==> src/rtl/mux4b4_reg.sv <==
// mux4b4_reg: registered 4-to-1 operand multiplexer for the datapath.
// Selects one of four WIDTH-bit operands by a 2-bit select. It provides a
// zero-latency combinational result and a clock-captured result with an
// accompanying valid flag that is high for the cycle after each load.
module mux4b4_reg #(
    parameter int               WIDTH       = 4,
    parameter logic [WIDTH-1:0] RESET_VALUE = '0
) (
    input  logic             CLK,
    input  logic             RESET_N,
    input  logic [WIDTH-1:0] A,
    input  logic [WIDTH-1:0] B,
    input  logic [WIDTH-1:0] C,
    input  logic [WIDTH-1:0] D,
    input  logic [1:0]       S,
    input  logic             EN,
    output logic [WIDTH-1:0] O_COMB,
    output logic [WIDTH-1:0] O,
    output logic             O_VALID
);

    logic [WIDTH-1:0] sel_value;

    // Operand selection shared by the combinational output and the load
    // path. An unknown select propagates as all-X in simulation.
    always_comb begin
        sel_value = 'x;
        case (S)
            2'b00:   sel_value = A;
            2'b01:   sel_value = B;
            2'b10:   sel_value = C;
            2'b11:   sel_value = D;
            default: sel_value = 'x;
        endcase
    end

    assign O_COMB = sel_value;

    // Output register: loads the selected operand when enabled and holds
    // otherwise. Reset clears it immediately and discards any pending load.
    always_ff @(posedge CLK or negedge RESET_N) begin
        if (!RESET_N) begin
            O <= RESET_VALUE;
        end else if (EN) begin
            O <= sel_value;
        end
    end

    // The valid flag marks the cycle that follows a load.
    always_ff @(posedge CLK or negedge RESET_N) begin
        if (!RESET_N) begin
            O_VALID <= 1'b0;
        end else begin
            O_VALID <= EN;
        end
    end

endmodule

==> config.mk <==
export PLATFORM = sky130hd
export DESIGN_NAME = mux4b4_reg
export DESIGN_NICKNAME = d
export VERILOG_FILES = /design/src/rtl/mux4b4_reg.sv
export SDC_FILE = /design/constraint.sdc
export NUM_CORES = 1
export LEC_CHECK = 0
export ABC_AREA = 0
export BUFFER_PORTS_ARGS = -buffer_cell sky130_fd_sc_hd__buf_2
export CAP_MARGIN = 25
export CORE_AREA = 5 5 42 44
export CTS_BUF_LIST = sky130_fd_sc_hd__clkbuf_4 sky130_fd_sc_hd__clkbuf_8
export DETAILED_ROUTE_END_ITERATION = 7
export DIE_AREA = 0 0 47 49
export SYNTH_ARGS = -nofsm -noshare
export SYNTH_HDL_FRONTEND = slang
export SYNTH_SLANG_ARGS = --single-unit
==> constraint.sdc <==
create_clock -name CLK -period 1.4 [get_ports CLK]
set_clock_uncertainty 0.05 [all_clocks]
set_input_delay 0.07 -clock CLK [delete_from_list [all_inputs] [get_ports CLK]]
set_output_delay 0.07 -clock CLK [all_outputs]
set_load 0.005 [all_outputs]
==> out/metrics.yaml <==
clocking:
  clockBufferDepth: 2
  clk_latency_ps: 240
  root_buffer: "clkbuf_4"
  cts_sinks: 5
  cts_max_level: 1
  clk_transition_reported_paths_ps: 40
  cts_tree: "yes"
  cts_setup_buffers: 0
  numCtsBuffers: 3
run_status:
  status: "finished, final reports clean"
timing:
  hold_slack_ps: 99.7
  final.setup.tns_ps: 0
  final-max-slew-violation-count: 0
  rsz0062_at_grt: "false"
  tightest_slew_ps: 202
  layout_setup_ws_ps: 394
  min_period_over_period_pct: 71.8
  relSlewSlack_pct: 86.2
  period_needed_ps: 1010
  max_freq_mhz: 994
  hold_violations: 0
  setup_viol: 0
place:
  gp_congestion: 0.700
  dp_slack_ps: 473
  port_buffers: 29
setup_path:
  ff2ff_setup_slack_ps: 660
  required_ps: 1500
  crit_arrival_ps: 1110
  cp-start-kind: "primary input"
  r2r-end: "O[2]"
  r2r-start: "O[2]"
  cp_max_fo: 7
  cp-end-kind: "register"
  reg2reg_depth: 2
  criticalPathCategory: "primary input to register"
synthesis:
  synth.area.top_cells: "dfrtp_1, mux2i_1, o221ai_1, nand2b_1, nand2b_4"
  syn_inst: 29
  yosysUniqueCellTypes: 8
  yosys.area.top_type: "dfrtp_1"
  syn_nets: 50
  syn_area_per_cell_um2: 11.7
  synth-seq-cells: 5
  synth.top_cell.area_share_pct: 36.9
  synth_area_um2: 339
  synth_warnings: 0
  synth_seq_area_share_pct: 36.9
power_and_ir_drop:
  comb_power_share_pct: 25.9
  p_int_mw: 0.359
  power_density_nw_per_um2: 902
  p_clk_share_pct: 39.0
  seq_power_share_pct: 35.1
  power_switching_mw: 0.126
  swShare_pct: 25.9
  p_leak_nw: 0.300
  ir_drop_mv: 0.347
global_route:
  overflow: 0
  grt_antenna_before_repair: 0
  grt_max_degree: 9
  grt_first_pass_wirelength_mm: 1.44
  first_global_vias: 347
  grt.total_usage_pct: 8.92
drt:
  post_drt_wl_per_cell_um: 12.3
  dr.pass1.iters: 4
  vias_per_cell: 4.40
  drt_iter0_drc: 4
  drt-total-wl_um: 960
  ant_nets: 0
  drc: 0
  num_vias: 343
layout:
  drive_gt1_share_pct: 54.8
  final_common_cell: "buf_2"
  final_cell_mix: "buf_2, mux2i_1, dfrtp_1"
  final_nets: 84
  diodes: 0
  syn2layout_area_growth_pct: 58.7
min_path:
  hold_class: "primary input to register"
  hold_end: "O[1]"
  min-delay-start: "C[1]"
  min_path_cells: 3
run:
  max-cap-violations: 0
die:
  initial_core_util_pct: 24.2
  die_x_um: 47
  die_area_um2: 2300
  ios: 30
  dieHeight_um: 49
  core.rowCount: 14
  coreArea_um2: 1400
[cells in the mapped netlist]
cell type,n
nand2b_4,1
o221ai_1,4
dfrtp_1,5
nand2b_1,4
nand2_1,1
buf_6,1
clkbuf_2,1
mux2i_1,12
[sequential cells by signal, summed over array words and instances (netlist names)]
name     cells
O            4
O_VALID      1
[per-layer routing]
metal | track usage, % | vias up | wire length (um)
met1 | 11.6 | 145 | 433
met2 | 11.3 | 21 | 394
li1 | - | 175 | -
met3 | 4.43 | 2 | 123
met5 | 0 | - | 0
met4 | 5.53 | 0 | 8
[layout make-up]
type | instances | area (um2)
tap | 16 | 20.0
multi-input combinational | 22 | 198
timing repair buffer | 31 | 165
sequential | 5 | 125
fill | 159 | 863
clock buffer | 4 | 30.0
[power by group through the flow]
stage,registers [mW],logic (mW),clock network (mW)
finish,0.170,0.126,0.189
global route,0.171,0.140,0.206
CTS,0.170,0.129,0.200
detailed placement,0.172,0.124,0
global placement,0.172,0.124,0
floorplan,0.172,0.0593,0
[cell families after synthesis]
| kind of cell | after synthesis | synth area share, % |
|---|---|---|
| simple gates | 6 | 12.5 |
| flops | 5 | 36.9 |
| compound gates | 4 | 10.3 |
| mux | 12 | 35.4 |
| buf+inv | 2 | 4.80 |
[critical path, cell delays in order]
cell and delay, ps:
dlygate4sd3_1 520, buf_2 180, nand2_1 130, o221ai_1 200
[through the flow]
step,std cells,power (mW),util [%],area (um2)
floorplan,29,0.232,-,339
global placement,72,0.296,34.8,488
detailed placement,72,0.295,34.8,488
CTS,78,0.499,38.4,538
global route,78,0.517,38.4,538
finish,78,0.485,38.4,538
[worst max-delay path by stage]
| stage | cells past startpoint | startpoint | slack [ps] | end |
|---|---|---|---|---|
| final | 4 | EN | 390 | O[2] |
| after global routing | 4 | EN | 350 | O[1] |
| after CTS | 4 | EN | 400 | O[2] |
| after detailed placement | 4 | S[0] | 470 | O_COMB[3] |
| after global placement | 4 | S[0] | 480 | O_COMB[1] |
| after floorplan | 3 | S[0] | 680 | O[0] |
[what timing repair did]
action | in CTS | in global routing
endpoints found under the hold margin | 6 | 0
hold buffers | 2 | 0
endpoints found under the setup margin | 0 | 0
gates resized for setup | 0 | 0
(Power assumes the default switching activity.)
